## src/rtl/id_ex_operand_stage_pkg.sv

```systemverilog
// Shared constants and types for the ID/EX operand stage.
// Also provides the forward-select encoding that the top exports for debug.
package id_ex_operand_stage_pkg;

  localparam int REG_IDX_W = 5;
  localparam int XLEN      = 32;

  localparam logic [REG_IDX_W-1:0] ZERO_REG = '0;

  typedef enum logic [1:0] {
    FWD_RF   = 2'd0,
    FWD_MEM  = 2'd1,
    FWD_WB   = 2'd2,
    FWD_ZERO = 2'd3
  } fwd_sel_e;

endpackage

```

## src/rtl/id_ex_operand_stage_operand_forward_mux.sv

```systemverilog
// Combinational operand resolver for one source register.
// Priority: x0, then MEM result, then WB result, then register file data.
module operand_forward_mux
  import id_ex_operand_stage_pkg::*;
#(
  parameter int W = XLEN
) (
  input  logic [REG_IDX_W-1:0] i_index,
  input  logic                 i_mem_wb_en,
  input  logic [REG_IDX_W-1:0] i_mem_rd_index,
  input  logic [W-1:0]         i_mem_fwd_data,
  input  logic                 i_wb_en,
  input  logic [REG_IDX_W-1:0] i_wb_rd_index,
  input  logic [W-1:0]         i_wb_data,
  input  logic [W-1:0]         i_rf_data,
  output logic [W-1:0]         o_data,
  output fwd_sel_e             o_sel
);

  // WB still needs forwarding: the register file has no same-cycle write-through.
  always_comb begin
    o_sel  = FWD_RF;
    o_data = i_rf_data;
    if (i_index == ZERO_REG) begin
      o_sel  = FWD_ZERO;
      o_data = '0;
    end else if (i_mem_wb_en && (i_mem_rd_index == i_index)) begin
      o_sel  = FWD_MEM;
      o_data = i_mem_fwd_data;
    end else if (i_wb_en && (i_wb_rd_index == i_index)) begin
      o_sel  = FWD_WB;
      o_data = i_wb_data;
    end
  end

endmodule

```

## src/rtl/id_ex_operand_stage.sv

```systemverilog
// Operand fetch, forwarding, load-use bubble insertion and the ID/EX register.
// Precedence on each edge: reset, flush, hold, load-use bubble, normal issue.
module id_ex_operand_stage
  import id_ex_operand_stage_pkg::*;
#(
  parameter int XLEN   = 32,
  parameter int CTRL_W = 16,
  parameter int CNT_W  = 32
) (
  input  logic                 i_clk,
  input  logic                 i_rst,
  input  logic                 i_id_valid,
  input  logic [XLEN-1:0]      i_id_pc,
  input  logic [REG_IDX_W-1:0] i_id_rs1_index,
  input  logic [REG_IDX_W-1:0] i_id_rs2_index,
  input  logic                 i_id_uses_rs1,
  input  logic                 i_id_uses_rs2,
  input  logic [REG_IDX_W-1:0] i_id_rd_index,
  input  logic                 i_id_is_load,
  input  logic [CTRL_W-1:0]    i_id_ctrl,
  output logic [REG_IDX_W-1:0] o_rf_rs1_index,
  output logic [REG_IDX_W-1:0] o_rf_rs2_index,
  input  logic [XLEN-1:0]      i_rf_rs1_data,
  input  logic [XLEN-1:0]      i_rf_rs2_data,
  input  logic                 i_mem_wb_en,
  input  logic [REG_IDX_W-1:0] i_mem_rd_index,
  input  logic [XLEN-1:0]      i_mem_fwd_data,
  input  logic                 i_wb_en,
  input  logic [REG_IDX_W-1:0] i_wb_rd_index,
  input  logic [XLEN-1:0]      i_wb_data,
  input  logic                 i_ex_hold,
  input  logic                 i_ex_flush,
  output logic                 o_id_stall,
  output logic                 o_ex_valid,
  output logic [XLEN-1:0]      o_ex_pc,
  output logic [XLEN-1:0]      o_ex_rs1_data,
  output logic [XLEN-1:0]      o_ex_rs2_data,
  output logic [REG_IDX_W-1:0] o_ex_rd_index,
  output logic                 o_ex_is_load,
  output logic [CTRL_W-1:0]    o_ex_ctrl,
  output logic [CNT_W-1:0]     o_stall_cycles,
  output fwd_sel_e             o_rs1_fwd_sel,
  output fwd_sel_e             o_rs2_fwd_sel
);

  logic [XLEN-1:0]      w_rs1_data;
  logic [XLEN-1:0]      w_rs2_data;
  logic                 w_lu;
  logic                 w_rs1_match;
  logic                 w_rs2_match;

  logic                 r_ex_valid;
  logic [XLEN-1:0]      r_ex_pc;
  logic [XLEN-1:0]      r_ex_rs1_data;
  logic [XLEN-1:0]      r_ex_rs2_data;
  logic [REG_IDX_W-1:0] r_ex_rd_index;
  logic                 r_ex_is_load;
  logic [CTRL_W-1:0]    r_ex_ctrl;
  logic [CNT_W-1:0]     r_stall_cycles;

  assign o_rf_rs1_index = i_id_rs1_index;
  assign o_rf_rs2_index = i_id_rs2_index;

  operand_forward_mux #(.W(XLEN)) u_fwd_rs1 (
    .i_index        (i_id_rs1_index),
    .i_mem_wb_en    (i_mem_wb_en),
    .i_mem_rd_index (i_mem_rd_index),
    .i_mem_fwd_data (i_mem_fwd_data),
    .i_wb_en        (i_wb_en),
    .i_wb_rd_index  (i_wb_rd_index),
    .i_wb_data      (i_wb_data),
    .i_rf_data      (i_rf_rs1_data),
    .o_data         (w_rs1_data),
    .o_sel          (o_rs1_fwd_sel)
  );

  operand_forward_mux #(.W(XLEN)) u_fwd_rs2 (
    .i_index        (i_id_rs2_index),
    .i_mem_wb_en    (i_mem_wb_en),
    .i_mem_rd_index (i_mem_rd_index),
    .i_mem_fwd_data (i_mem_fwd_data),
    .i_wb_en        (i_wb_en),
    .i_wb_rd_index  (i_wb_rd_index),
    .i_wb_data      (i_wb_data),
    .i_rf_data      (i_rf_rs2_data),
    .o_data         (w_rs2_data),
    .o_sel          (o_rs2_fwd_sel)
  );

  // Load data only exists in MEM, so a dependent instruction must wait one cycle.
  assign w_rs1_match = i_id_uses_rs1 && (i_id_rs1_index == r_ex_rd_index);
  assign w_rs2_match = i_id_uses_rs2 && (i_id_rs2_index == r_ex_rd_index);
  assign w_lu = r_ex_valid && r_ex_is_load && (r_ex_rd_index != ZERO_REG) &&
                i_id_valid && (w_rs1_match || w_rs2_match);

  // A flush makes the ID instruction wrong-path, so it is never held.
  assign o_id_stall = !i_ex_flush && (i_ex_hold || w_lu);

  always_ff @(posedge i_clk) begin
    if (i_rst) begin
      r_ex_valid     <= 1'b0;
      r_ex_pc        <= '0;
      r_ex_rs1_data  <= '0;
      r_ex_rs2_data  <= '0;
      r_ex_rd_index  <= '0;
      r_ex_is_load   <= 1'b0;
      r_ex_ctrl      <= '0;
      r_stall_cycles <= '0;
    end else if (i_ex_flush) begin
      r_ex_valid     <= 1'b0;
      r_ex_pc        <= '0;
      r_ex_rs1_data  <= '0;
      r_ex_rs2_data  <= '0;
      r_ex_rd_index  <= '0;
      r_ex_is_load   <= 1'b0;
      r_ex_ctrl      <= '0;
    end else if (!i_ex_hold) begin
      if (w_lu) begin
        r_ex_valid     <= 1'b0;
        r_ex_pc        <= '0;
        r_ex_rs1_data  <= '0;
        r_ex_rs2_data  <= '0;
        r_ex_rd_index  <= '0;
        r_ex_is_load   <= 1'b0;
        r_ex_ctrl      <= '0;
        if (r_stall_cycles != '1) begin
          r_stall_cycles <= r_stall_cycles + 1'b1;
        end
      end else begin
        r_ex_valid    <= i_id_valid;
        r_ex_pc       <= i_id_pc;
        r_ex_rs1_data <= w_rs1_data;
        r_ex_rs2_data <= w_rs2_data;
        r_ex_rd_index <= i_id_rd_index;
        r_ex_is_load  <= i_id_is_load;
        r_ex_ctrl     <= i_id_ctrl;
      end
    end
  end

  assign o_ex_valid     = r_ex_valid;
  assign o_ex_pc        = r_ex_pc;
  assign o_ex_rs1_data  = r_ex_rs1_data;
  assign o_ex_rs2_data  = r_ex_rs2_data;
  assign o_ex_rd_index  = r_ex_rd_index;
  assign o_ex_is_load   = r_ex_is_load;
  assign o_ex_ctrl      = r_ex_ctrl;
  assign o_stall_cycles = r_stall_cycles;

endmodule

```

## config.mk

```make
export PLATFORM = sky130hd
export DESIGN_NAME = id_ex_operand_stage
export DESIGN_NICKNAME = d
export VERILOG_FILES = /design/src/rtl/id_ex_operand_stage_pkg.sv /design/src/rtl/id_ex_operand_stage_operand_forward_mux.sv /design/src/rtl/id_ex_operand_stage.sv
export SDC_FILE = /design/constraint.sdc
export NUM_CORES = 1
export LEC_CHECK = 0
export BUFFER_PORTS_ARGS = -buffer_cell sky130_fd_sc_hd__buf_4
export CAP_MARGIN = 20
export CORE_AREA = 2 2 148 150
export DETAILED_ROUTE_END_ITERATION = 8
export DIE_AREA = 0 0 150 152
export GPL_ROUTABILITY_DRIVEN = 1
export PLACE_DENSITY = 0.68
export SYNTH_ARGS = -nofsm -noshare
export SYNTH_HDL_FRONTEND = slang
export SYNTH_SLANG_ARGS = --single-unit
```

## constraint.sdc

```tcl
create_clock -name i_clk -period 2.9 [get_ports i_clk]
set_clock_uncertainty 0.2 [all_clocks]
set_input_delay 0.145 -clock i_clk [delete_from_list [all_inputs] [get_ports i_clk]]
set_output_delay 0.145 -clock i_clk [all_outputs]
set_load 0.1 [all_outputs]
```

Word level (Yosys, flattened, before mapping)
Cells that the tools add are included.
{"block": "classes", "add_sub_neg": 1, "eq_ne": 7, "mux": 19, "n_bitwise": 2, "reduce_logical": 19}
{"operator": "32-bit two-way mux", "count": 9}
{"operator": "32-bit by 1-bit adder with 32-bit output, second input constant", "count": 1}
{"operator": "32-bit != test, second input constant", "count": 1}
{"operator": "5-bit == test", "count": 6}
{"operator": "16-bit two-way mux", "count": 1}
{"operator": "2-bit two-way mux", "count": 6}
{"operator": "1-bit logical AND", "count": 11}
{"operator": "5-bit logical NOT", "count": 2}
{"operator": "5-bit two-way mux", "count": 1}
{"operator": "5-bit nonzero test", "count": 1}
{"operator": "4-bit AND reduction", "count": 1}
{"operator": "1-bit logical OR", "count": 2}
{"operator": "1-bit two-way mux", "count": 2}
{"operator": "1-bit inverter", "count": 2}
{"operator": "2-bit OR reduction", "count": 1}
{"operator": "1-bit logical NOT", "count": 1}
{"block": "word_totals", "reg_bits": 151, "input_bits": 211, "output_inout_bits": 166, "wordCells": 56}

Depth between registers and ports, before layout
Gate-level depths: netlist of run 1.
{"block": "logic_depth", "word_depth": 6, "mapped_depth": 8, "mapped_depth_nobuf": 7}

Hierarchy
A second synthesis of run 1 with hierarchy kept.
{"block": "hier_totals", "cells_unflattened": 1013, "area_unflattened_um2": 8714.6}
{"mod": "id_ex_operand_stage", "instances": 1, "cells_per_inst": 501, "area_each_um2": 5634.2, "seq_area_each_um2": 3022.9}
{"mod": "operand_forward_mux", "instances": 2, "cells_per_inst": 256, "area_each_um2": 1540.2, "seq_area_each_um2": 0.0}

Least setup slack after synthesis of run 1
OpenSTA, ideal clock, no wires.
{"block": "synth_path", "path_type": "input -> output", "from": "input port i_id_rs1_index[3]", "to": "output port o_rs1_fwd_sel[1]", "arrival_ns": 3.334, "required_time_ns": 2.555, "slack_ns": -0.779, "stages": 5, "n_path_buf": 1, "cell_sequence": "xor2_1 > nor4_2 > buf_2 > inv_1 > o21ai_0"}
{"block": "synth_between", "elab_chain_cells": 5, "elab_cells_between_ends": 8, "classes_between": "eq/ne: 2; mux: 3; reduce/logical: 3"}
{"item": "start, declared", "line": "id_ex_operand_stage.sv:14", "rtl": "input logic [REG_IDX_W-1:0] i_id_rs1_index,"}
{"item": "5-bit == test", "line": "id_ex_operand_stage_operand_forward_mux.sv:30", "rtl": "end else if (i_wb_en && (i_wb_rd_index == i_index)) begin"}
{"item": "1-bit logical AND", "line": "id_ex_operand_stage_operand_forward_mux.sv:30"}
{"item": "2-bit two-way mux", "line": "id_ex_operand_stage_operand_forward_mux.sv:30"}
{"item": "2-bit two-way mux", "line": "id_ex_operand_stage_operand_forward_mux.sv:27", "rtl": "end else if (i_mem_wb_en && (i_mem_rd_index == i_index)) begin"}
{"item": "2-bit two-way mux *", "line": "id_ex_operand_stage_operand_forward_mux.sv:24", "rtl": "if (i_index == ZERO_REG) begin"}
{"item": "end, declared", "line": "id_ex_operand_stage.sv:42", "rtl": "output fwd_sel_e o_rs1_fwd_sel,"}
Mark *: on every way between the ends. The rest lies on a longest branch, timed or not.

Worst setup path in the final report of run 1
{"block": "layout_path", "from": "register r_ex_rd_index[0], in the netlist o_ex_rd_index[0]", "to": "output port o_id_stall"}
{"block": "layout_between", "elab_chain_cells": 6, "elab_cells_between_ends": 11, "classes_between": "eq/ne: 2; reduce/logical: 9"}
{"item": "start, declared", "line": "id_ex_operand_stage.sv:56", "rtl": "logic [REG_IDX_W-1:0] r_ex_rd_index;"}
{"item": "start signal, assigned", "line": "id_ex_operand_stage.sv:134", "rtl": "r_ex_rd_index <= i_id_rd_index;"}
{"item": "5-bit == test (tied with other cells)", "line": "id_ex_operand_stage.sv:91", "rtl": "assign w_rs1_match = i_id_uses_rs1 && (i_id_rs1_index == r_ex_rd_index);"}
{"item": "1-bit logical AND, on equally long branches", "line": "id_ex_operand_stage.sv:91, id_ex_operand_stage.sv:92, id_ex_operand_stage.sv:93"}
{"item": "1-bit logical OR or 1-bit logical AND (tied branches)", "line": "id_ex_operand_stage.sv:94, id_ex_operand_stage.sv:93"}
{"item": "1-bit logical AND *", "line": "id_ex_operand_stage.sv:94", "rtl": "i_id_valid && (w_rs1_match || w_rs2_match);"}
{"item": "1-bit logical OR *", "line": "id_ex_operand_stage.sv:97", "rtl": "assign o_id_stall = !i_ex_flush && (i_ex_hold || w_lu);"}
{"item": "1-bit logical AND *", "line": "id_ex_operand_stage.sv:97"}
{"item": "end, declared", "line": "id_ex_operand_stage.sv:33", "rtl": "output logic o_id_stall,"}
Marks and branches as above.

==> results.cfg, run 1 <==
[power_and_ir_drop]
seqPwrFrac_pct = 37.5
pwr-share-comb_pct = 23.9
vdd_drop_max_v = 0.000344
p_leak_nw = 5.55
power_density_nw_per_um2 = 459
internal_power_mw = 3.92
power_mw = 5.78
pwr-share-clk_pct = 38.7
power_switching_mw = 1.86
switching_share_pct = 32.2

[worst_setup_path]
crit_slowest_cell = or4_1
ff2ff_path_depth = 6
cp.depth = 7
worstPathCellList = or4_1, o21ai_1, inv_1, a21oi_4, buf_12, nor2_4, buf_4
critPathBufInv = 3
regToRegSetupSlack_ns = 0.36
worst_setup_path_end_kind = output port
worst_ep_arrival_time_ns = 2.36
r2r_start = o_ex_rd_index[2]
start_kind = register
cp_slowest_stage_delay_ns = 0.54
crit_path_start = o_ex_rd_index[0]
path_delay_family = simple AND/OR/NAND/NOR gates
critPathMaxFanout = 28
r2r-end = o_stall_cycles[16]
crit_required_ns = 2.56
crit_type = register to output port
cp-endpoint = o_id_stall

[detailed_routing]
drtPass1Iterations = 5
wl_per_cell_um = 18.3
vias = 8362
viasPerCell = 5.16
drt_drc_violations_left = 0
dr.first_iter.drc_count = 400
wirelength_mm = 29.6
ant_nets = 0

[synthesis]
synth_nets = 1025
synth_warnings = 0
synthCells = 813
synth_area_per_cell_um2 = 8.82
synth_area_um2 = 7170
synth_ff_type = dfxtp_1
ys_seq_area_share_pct = 42.2
synth-edff-count = 0
synth_seq_cells = 151
synth_cell_types = 42
async_flop_share_pct = 0

[clocking]
cts_buffers = 17
clk_latency_ns = 0.42
cts.sinks = 151
cts_setup_buffers = 0
cts_root_buf = clkbuf_16
cts_tree = yes
cts.reportedPaths.clkPinSlew_ns = 0.07
htree_levels = 4
cts.path.max_buffers = 2

[timing]
tns_ns = 0
setup_viol = 0
max_freq_ghz = 0.369
period_needed_ns = 2.71
hold-worst-slack_ns = 0.0232
relSlewSlack_pct = 56.1
tightest_slew_ns = 0.659
min_period_over_period_pct = 93.4
fin_ws_ns = 0.190
hold_viol_final = 0
rsz0062_at_grt = false
drv_slew = 0

[run_status]
status = finished, final reports clean

[floorplan]
pin_count = 377
fp-row-count = 54
initial_utilization_pct = 33.6
die_area_um2 = 22800
core_um2 = 21400
die_w_um = 150
fp.dieH_um = 152

[grt]
track_usage_pct = 24.8
gr-total-overflow = 0
antenna_found_initial = 1
grt_max_degree = 59
grt_pass1_wl_mm = 44.8
grt_pass1_vias = 8497

[cells_and_area]
post-route-cell-area_um2 = 12600
drive_gt1_share_pct = 35.3
nNetsFinal = 1538
final_cell_count_no_fill = 1620
fin_util_pct = 59.0
areaGrowthSynthToFinish_pct = 75.5

[placement]
place.gp.congestion = 0.860
place_inst = 1417
dpl_cell_area_um2 = 10300
hpwl_mm = 19.4
place_ws_ns = 0.398
portBuffers = 376

[worst_hold_path]
hold_path_class = input pin to register

[flow_run]
max-cap-violations = 0
-- worst min-delay path by stage --
stage / startpoint / endpoint / slack, ns / cells past startpoint
after floorplan: i_id_is_load / o_ex_is_load / 0.09 / 2
after global placement: i_id_pc[10] / o_ex_pc[10] / 0.17 / 3
after detailed placement: i_id_ctrl[13] / o_ex_ctrl[13] / 0.18 / 3
after CTS: i_wb_data[10] / o_ex_rs1_data[10] / 0.0005 / 4
after global routing: i_wb_data[17] / o_ex_rs2_data[17] / 0.002 / 4
final: i_wb_data[10] / o_ex_rs1_data[10] / 0.02 / 4
-- cell usage in the layout, fill, tap and decap left out, types with 3 or more instances in the layout --
| master | netlist | final |
|---|---|---|
| or4_2 | 3 | 3 |
| and3_1 | 6 | 4 |
| nand3_1 | 15 | 14 |
| mux2_2 | 7 | 7 |
| o31ai_1 | 11 | 11 |
| a22oi_1 | 55 | 55 |
| o21ai_1 | 0 | 3 |
| dlygate4sd3_1 | 0 | 169 |
| nand2_1 | 82 | 82 |
| o21ai_0 | 78 | 75 |
| nand4_1 | 10 | 10 |
| inv_1 | 9 | 9 |
| nor2_1 | 76 | 75 |
| buf_4 | 10 | 388 |
| nor4_1 | 9 | 9 |
| a21oi_1 | 21 | 20 |
| or4_1 | 12 | 12 |
| nor3_1 | 4 | 4 |
| dfxtp_1 | 151 | 130 |
| a22o_1 | 64 | 64 |
| or3_1 | 7 | 7 |
| inv_6 | 0 | 5 |
| nor2b_1 | 8 | 8 |
| dfxtp_2 | 0 | 21 |
| xor2_1 | 17 | 17 |
| mux2i_1 | 65 | 65 |
| buf_12 | 0 | 6 |
| clkinvlp_4 | 0 | 3 |
| clkbuf_16 | 0 | 18 |
| xnor2_1 | 15 | 15 |
-- registers in the layout (all words and copies together), names as in the netlist --
name / cells
o_stall_cycles: 32
o_ex_ctrl: 16
o_ex_rd_index: 5
o_ex_rs2_data: 32
o_ex_valid: 1
o_ex_is_load: 1
o_ex_rs1_data: 32
o_ex_pc: 32
-- cell families after synthesis --
logic type / synth area share, %
and+or+nand+nor: 16.5
xor gates and xnor gates: 3.91
adders and majority gates: 0.174
AOI/OAI and AO/OA: 21.8
buffers and inverters: 5.06
DFF: 42.2
muxes: 10.4
-- synth_stat cells (2+ instances only) --
library cell | instances | area [um2]
a21oi_1 | 21 | 105
mux2i_1 | 65 | 651
and3_1 | 6 | 37.5
nand3_1 | 15 | 75.1
nor2_1 | 76 | 285
nand2b_1 | 2 | 12.5
o31ai_1 | 11 | 82.6
nor2b_1 | 8 | 50.1
inv_1 | 9 | 33.8
a22o_1 | 64 | 561
or4_1 | 12 | 90.1
xnor2_1 | 15 | 131
a22oi_1 | 55 | 413
nor4_1 | 9 | 56.3
or4_2 | 3 | 26.3
clkbuf_1 | 38 | 143
or3_2 | 2 | 15.0
nor3_1 | 4 | 20.0
nand2_1 | 82 | 308
or2_2 | 2 | 12.5
mux2_2 | 7 | 78.8
nand4_1 | 10 | 62.6
o21ai_0 | 78 | 390
buf_1 | 4 | 15.0
or3_1 | 7 | 43.8
dfxtp_1 | 151 | 3020
buf_4 | 10 | 75.1
buf_2 | 17 | 85.1
xor2_1 | 17 | 149
-- power groups by stage --
stage                     Combinational (mW)  Sequential, mW  Clock, mW
final                                   1.38            2.17       2.23
after global routing                    1.44            2.17       2.38
after CTS                               1.35            2.16       2.28
after detailed placement                1.16            2.21          0
after global placement                  1.15            2.21          0
after floorplan                        0.325            2.61          0
-- layout make-up --
type	instances	area, um2
Antenna cell	1	2.50
Sequential cell	151	3050
Inverter	9	33.8
Multi-Input combinational cell	583	3820
Tap cell	280	350
Clock inverter	14	141
Fill cell	1831	8760
Timing Repair Buffer	564	4750
Clock buffer	18	439
-- worst register-to-register path: stages (launching register included) --
cell     delay, ns
dfxtp_2       0.36
xnor2_1       0.19
nand4_1       0.10
o22ai_1       0.44
nand4_2       0.39
or4_2         0.64
a21oi_1       0.15
-- repair_timing --
item	4_1_cts	5_1_grt
endpoints found under the hold margin	141	2
resized for setup	0	1
endpoints found under the setup margin	0	1
hold buffers	167	2
-- layer usage --
metal  wire, um  vias to the layer above  global-route usage (%)
met2      14200                      373                    41.8
met3       2700                       57                    7.84
li1           -                     3974                       -
met1      11600                     3958                    28.7
met4       1120                        0                    10.6
met5          0                        -                       0
Note: power is estimated with default switching activity, not from simulation.
==> run 2: changes to the inputs <==
--- a/config.mk
+++ b/config.mk
@@ -7,11 +7,11 @@
 export LEC_CHECK = 0
 export BUFFER_PORTS_ARGS = -buffer_cell sky130_fd_sc_hd__buf_4
 export CAP_MARGIN = 20
-export CORE_AREA = 2 2 148 150
+export CORE_AREA = 4 4 146 148
 export DETAILED_ROUTE_END_ITERATION = 8
 export DIE_AREA = 0 0 150 152
 export GPL_ROUTABILITY_DRIVEN = 1
-export PLACE_DENSITY = 0.68
+export PLACE_DENSITY = 0.71
 export SYNTH_ARGS = -nofsm -noshare
 export SYNTH_HDL_FRONTEND = slang
 export SYNTH_SLANG_ARGS = --single-unit
==> constraint.sdc (replaced) <==
create_clock -name i_clk -period 3 [get_ports i_clk]
set_clock_uncertainty 0.2 [all_clocks]
set_input_delay 0.15 -clock i_clk [delete_from_list [all_inputs] [get_ports i_clk]]
set_output_delay 0.15 -clock i_clk [all_outputs]
set_load 0.1 [all_outputs]
==> results.cfg, run 2 (synthesis results as in run 1) <==
[run_status]
status = finished, final reports clean

[worst_setup_path]
cp-endpoint = o_id_stall
crit_path_start = o_ex_rd_index[0]
critPathBufInv = 3
worst_setup_path_end_kind = output port
r2r_start = o_ex_rd_index[4]
critPathMaxFanout = 56
regToRegSetupSlack_ns = 0.40
crit_slowest_cell = or4_1
crit_type = register to output port
cp_slowest_stage_delay_ns = 0.51
cp.depth = 7
ff2ff_path_depth = 6
crit_required_ns = 2.65
worstPathCellList = or4_1, o21ai_0, inv_1, a21oi_4, buf_12, nor2_4, buf_4
r2r-end = o_stall_cycles[16]
path_delay_family = buffers and inverters
start_kind = register
worst_ep_arrival_time_ns = 2.40

[placement]
hpwl_mm = 19.5
portBuffers = 376
place.gp.congestion = 0.838
place_inst = 1411

[detailed_routing]
drt_drc_violations_left = 0
viasPerCell = 5.19
wirelength_mm = 29.9
dr.first_iter.drc_count = 474
vias = 8321
ant_nets = 0
wl_per_cell_um = 18.6
drtPass1Iterations = 5

[power_and_ir_drop]
vdd_drop_max_v = 0.000351
switching_share_pct = 31.9
power_switching_mw = 1.80
power_density_nw_per_um2 = 453
pwr-share-clk_pct = 39.5
p_leak_nw = 5.52
seqPwrFrac_pct = 37.1
internal_power_mw = 3.84
pwr-share-comb_pct = 23.4

[clocking]
clk_latency_ns = 0.42
cts.path.max_buffers = 2
cts.sinks = 151
cts_root_buf = clkbuf_16
cts.reportedPaths.clkPinSlew_ns = 0.06
cts_tree = yes
htree_levels = 4
cts_setup_buffers = 0
cts_buffers = 17

[timing]
period_needed_ns = 2.75
hold_viol_final = 0
max_freq_ghz = 0.364
drv_slew = 0
tns_ns = 0
rsz0062_at_grt = false
relSlewSlack_pct = 54.3
min_period_over_period_pct = 91.6
tightest_slew_ns = 0.686
setup_viol = 0

[cells_and_area]
nNetsFinal = 1532
final_common_cell = buf_4
multi_input_area_um2 = 3820
drive_gt1_share_pct = 35.0
areaGrowthSynthToFinish_pct = 73.6
fill_cells = 1591
final_cell_count_no_fill = 1603
antenna_cells = 0
register_area_um2 = 3040
layout_common_cells = buf_4, dlygate4sd3_1, dfxtp_1

[flow_run]
max-cap-violations = 0

[floorplan]
pin_count = 377
fp-row-count = 52
die_area_um2 = 22800
fp.dieH_um = 152
core_um2 = 20000
initial_utilization_pct = 35.8
die_w_um = 150

[grt]
grt_pass1_wl_mm = 45.7
grt_max_degree = 67
track_usage_pct = 25.0
grt_pass1_vias = 8479
antenna_found_initial = 0
gr-total-overflow = 0

[worst_hold_path]
hold_path_class = input pin to register
run 2: cell count changes in the layout (fill, tap and decap cells not counted), sizes merged:
cell,before,now
dlygate4sd3,169,160
clkinv,3,1
clkinvlp,3,2
diode,1,0
inv,16,19
buf,394,398
clkbuf,19,17
bufinv,1,2
run 2: worst register-to-register path, delay by kind of cell, from the launching register on:
kind / cells / cell delay, ns
xor gates and xnor gates: 1 / 0.15
DFF: 1 / 0.44
AOI/OAI and AO/OA: 2 / 0.61
and+or+nand+nor: 3 / 1.14
run 2: worst min path at each step:
stage                             end  cells past startpoint               from  slack, ns
floorplan                o_ex_is_load                      2       i_id_is_load       0.09
global placement        o_ex_ctrl[15]                      3      i_id_ctrl[15]       0.18
detailed placement       o_ex_is_load                      3       i_id_is_load       0.19
CTS                  o_ex_rs1_data[7]                      4       i_wb_data[7]      0.007
global route         o_ex_rs2_data[6]                      4   i_rf_rs2_data[6]       0.03
finish              o_ex_rs2_data[10]                      4  i_rf_rs2_data[10]      0.005
run 2: final cells by class:
class	count	share of cell area (%)
timing repair buffer	558	37.1
inverter	9	0.271
tap	270	2.71
clock inverter	15	1.42
multi-input combinational	583	30.7
clock buffer	17	3.42
sequential	151	24.4
run 2: through the flow:
| step | cell area [um2] | utilization, % | setup slack (ns) | total power [mW] | hold slack, ns |
|---|---|---|---|---|---|
| floorplan | 7190 | - | 0.0115 | 2.83 | 0.0940 |
| global placement | 10200 | 51.1 | 0.471 | 3.24 | 0.177 |
| detailed placement | 10200 | 51.1 | 0.398 | 3.25 | 0.188 |
| CTS | 12400 | 62.1 | 0.228 | 5.67 | 0.00720 |
| global route | 12400 | 62.1 | 0.0670 | 5.85 | 0.0322 |
| finish | 12400 | 62.1 | 0.252 | 5.64 | 0.00541 |
run 2: power groups by stage:
stage,logic [mW],clock network [mW],registers (mW)
after floorplan,0.314,0,2.52
after global placement,1.11,0,2.14
after detailed placement,1.11,0,2.14
after CTS,1.30,2.28,2.09
after global routing,1.38,2.37,2.10
final,1.32,2.23,2.09
run 2: timing repair:
action	4_1_cts	5_1_grt
gates resized for setup	0	0
hold buffers	160	0
hold endpoints to repair	142	0
run 2: metal layers:
metal	routed length, um	GRT usage (%)
met1	11700	29.0
met2	14300	41.9
met3	2660	7.92
met4	1170	11.0
met5	0	0
==> run 3: changes to the inputs <==
--- a/config.mk
+++ b/config.mk
@@ -7,11 +7,12 @@
 export LEC_CHECK = 0
 export BUFFER_PORTS_ARGS = -buffer_cell sky130_fd_sc_hd__buf_4
 export CAP_MARGIN = 20
-export CORE_AREA = 4 4 146 148
+export CORE_AREA = 4 4 145 147
+export CTS_BUF_LIST = sky130_fd_sc_hd__clkbuf_8
 export DETAILED_ROUTE_END_ITERATION = 8
-export DIE_AREA = 0 0 150 152
+export DIE_AREA = 0 0 149 151
 export GPL_ROUTABILITY_DRIVEN = 1
-export PLACE_DENSITY = 0.71
+export PLACE_DENSITY = 0.72
 export SYNTH_ARGS = -nofsm -noshare
 export SYNTH_HDL_FRONTEND = slang
 export SYNTH_SLANG_ARGS = --single-unit
==> results.cfg, run 3 (synthesis results as in run 1) <==
[worst_setup_path]
critPathMaxFanout = 56
path_delay_family = buffers and inverters
cp_slowest_stage_delay_ns = 0.51
start_kind = register
worst_ep_arrival_time_ns = 2.46
worstPathCellList = or4_1, o21ai_0, inv_1, a21oi_4, buf_12, nor2_4, buf_4
crit_type = register to output port
crit_required_ns = 2.65
crit_slowest_cell = or4_1
critPathBufInv = 3
worst_setup_path_end_kind = output port

[detailed_routing]
viasPerCell = 5.18
drtPass1Iterations = 5
wl_per_cell_um = 18.6
drt_drc_violations_left = 0
dr.first_iter.drc_count = 410
wirelength_mm = 30.3
ant_nets = 0
vias = 8402

[grt]
track_usage_pct = 25.4
grt_pass1_wl_mm = 45.6
grt_pass1_vias = 8571
grt_max_degree = 65
gr-total-overflow = 0
antenna_found_initial = 1

[floorplan]
initial_utilization_pct = 36.0
core_um2 = 19900
die_area_um2 = 22500
fp-row-count = 52
pin_count = 377
die_w_um = 149
fp.dieH_um = 151

[power_and_ir_drop]
power_density_nw_per_um2 = 410
p_leak_nw = 5.51
vdd_drop_max_v = 0.000274

[placement]
hpwl_mm = 19.6
dpl_cell_area_um2 = 10300
place.gp.congestion = 0.861
portBuffers = 376
place_ws_ns = 0.501

[flow_run]
max-cap-violations = 0

[cells_and_area]
areaGrowthSynthToFinish_pct = 73.9
final_common_cell = buf_4
nNetsFinal = 1550
layout_common_cells = buf_4, dlygate4sd3_1, dfxtp_1
drive_gt1_share_pct = 34.5
post-route-cell-area_um2 = 12500

[timing]
relSlewSlack_pct = 57.3
fin_ws_ns = 0.185
tns_ns = 0
hold_viol_final = 0
drv_slew = 0
period_needed_ns = 2.81
setup_viol = 0
tightest_slew_ns = 0.641
max_freq_ghz = 0.355
rsz0062_at_grt = false
min_period_over_period_pct = 93.8

[clocking]
cts_resized = 0
cts_buffers = 17
cts_tree = yes
htree_levels = 4
cts.path.max_buffers = 2
cts.reportedPaths.clkPinSlew_ns = 0.10
clk_latency_ns = 0.44
cts.sinks = 151
cts_root_buf = clkbuf_8

[worst_hold_path]
hold_path_class = input pin to register

[run_status]
status = finished, final reports clean
run 3: metrics by stage:
stage                     util [%]  hold WS, ns  cells  power (mW)
after detailed placement      51.5        0.188   1410        3.25
after global routing          62.6      0.00748   1622        5.30
after global placement        51.5        0.177   1410        3.24
after CTS                     62.6       0.0121   1621        5.13
after floorplan                  -       0.0940    813        2.83
final                         62.6       0.0463   1623        5.11
run 3: final timing paths:
path / from / to / slack [ns] / cells past startpoint
max: o_ex_rd_index[0] / o_id_stall / 0.19 / 7
min: i_wb_data[6] / o_ex_rs1_data[6] / 0.05 / 4
max reg2reg: o_stall_cycles[12] / o_stall_cycles[18] / 0.47 / 6
min reg2reg: o_ex_rs1_data[30] / o_ex_rs1_data[30] / 0.29 / 1
run 3: worst reg2reg max path: stages, from the launching register on:
cell	delay (ns)
dfxtp_2	0.39
nand4_4	0.19
or4_1	0.57
or4_1	0.45
nand4_2	0.25
nor3_2	0.08
mux2_4	0.30
run 3: layer usage:
metal	up-vias	wire length, um	GRT usage [%]
li1	4010	-	-
met1	3923	11900	29.7
met2	402	14500	42.9
met3	67	2880	8.50
met4	0	995	10.1
met5	-	0	0
run 3: cell type report:
cell class	count	area, um2
multi-input cells	583	3820
diodes	2	5.00
flip-flops and latches	151	3040
fillers	1588	7440
repair buffers	576	4820
clock buffers	17	234
well taps	270	338
inverters	9	33.8
clock inverters	15	179
run 3: timing repair:
item                                   4_1_cts  5_1_grt
setup buffers                                0        0
hold buffers                               179        0
setup endpoints to repair                    0        0
endpoints found under the hold margin      142        0
run 3: report_power, final:
part	internal (mW)	total, mW	leakage, nW	switching [mW]
sequential	2.06	2.09	1.23	0.0361
combinational	0.543	1.34	4.07	0.800
clock	0.779	1.67	0.210	0.896
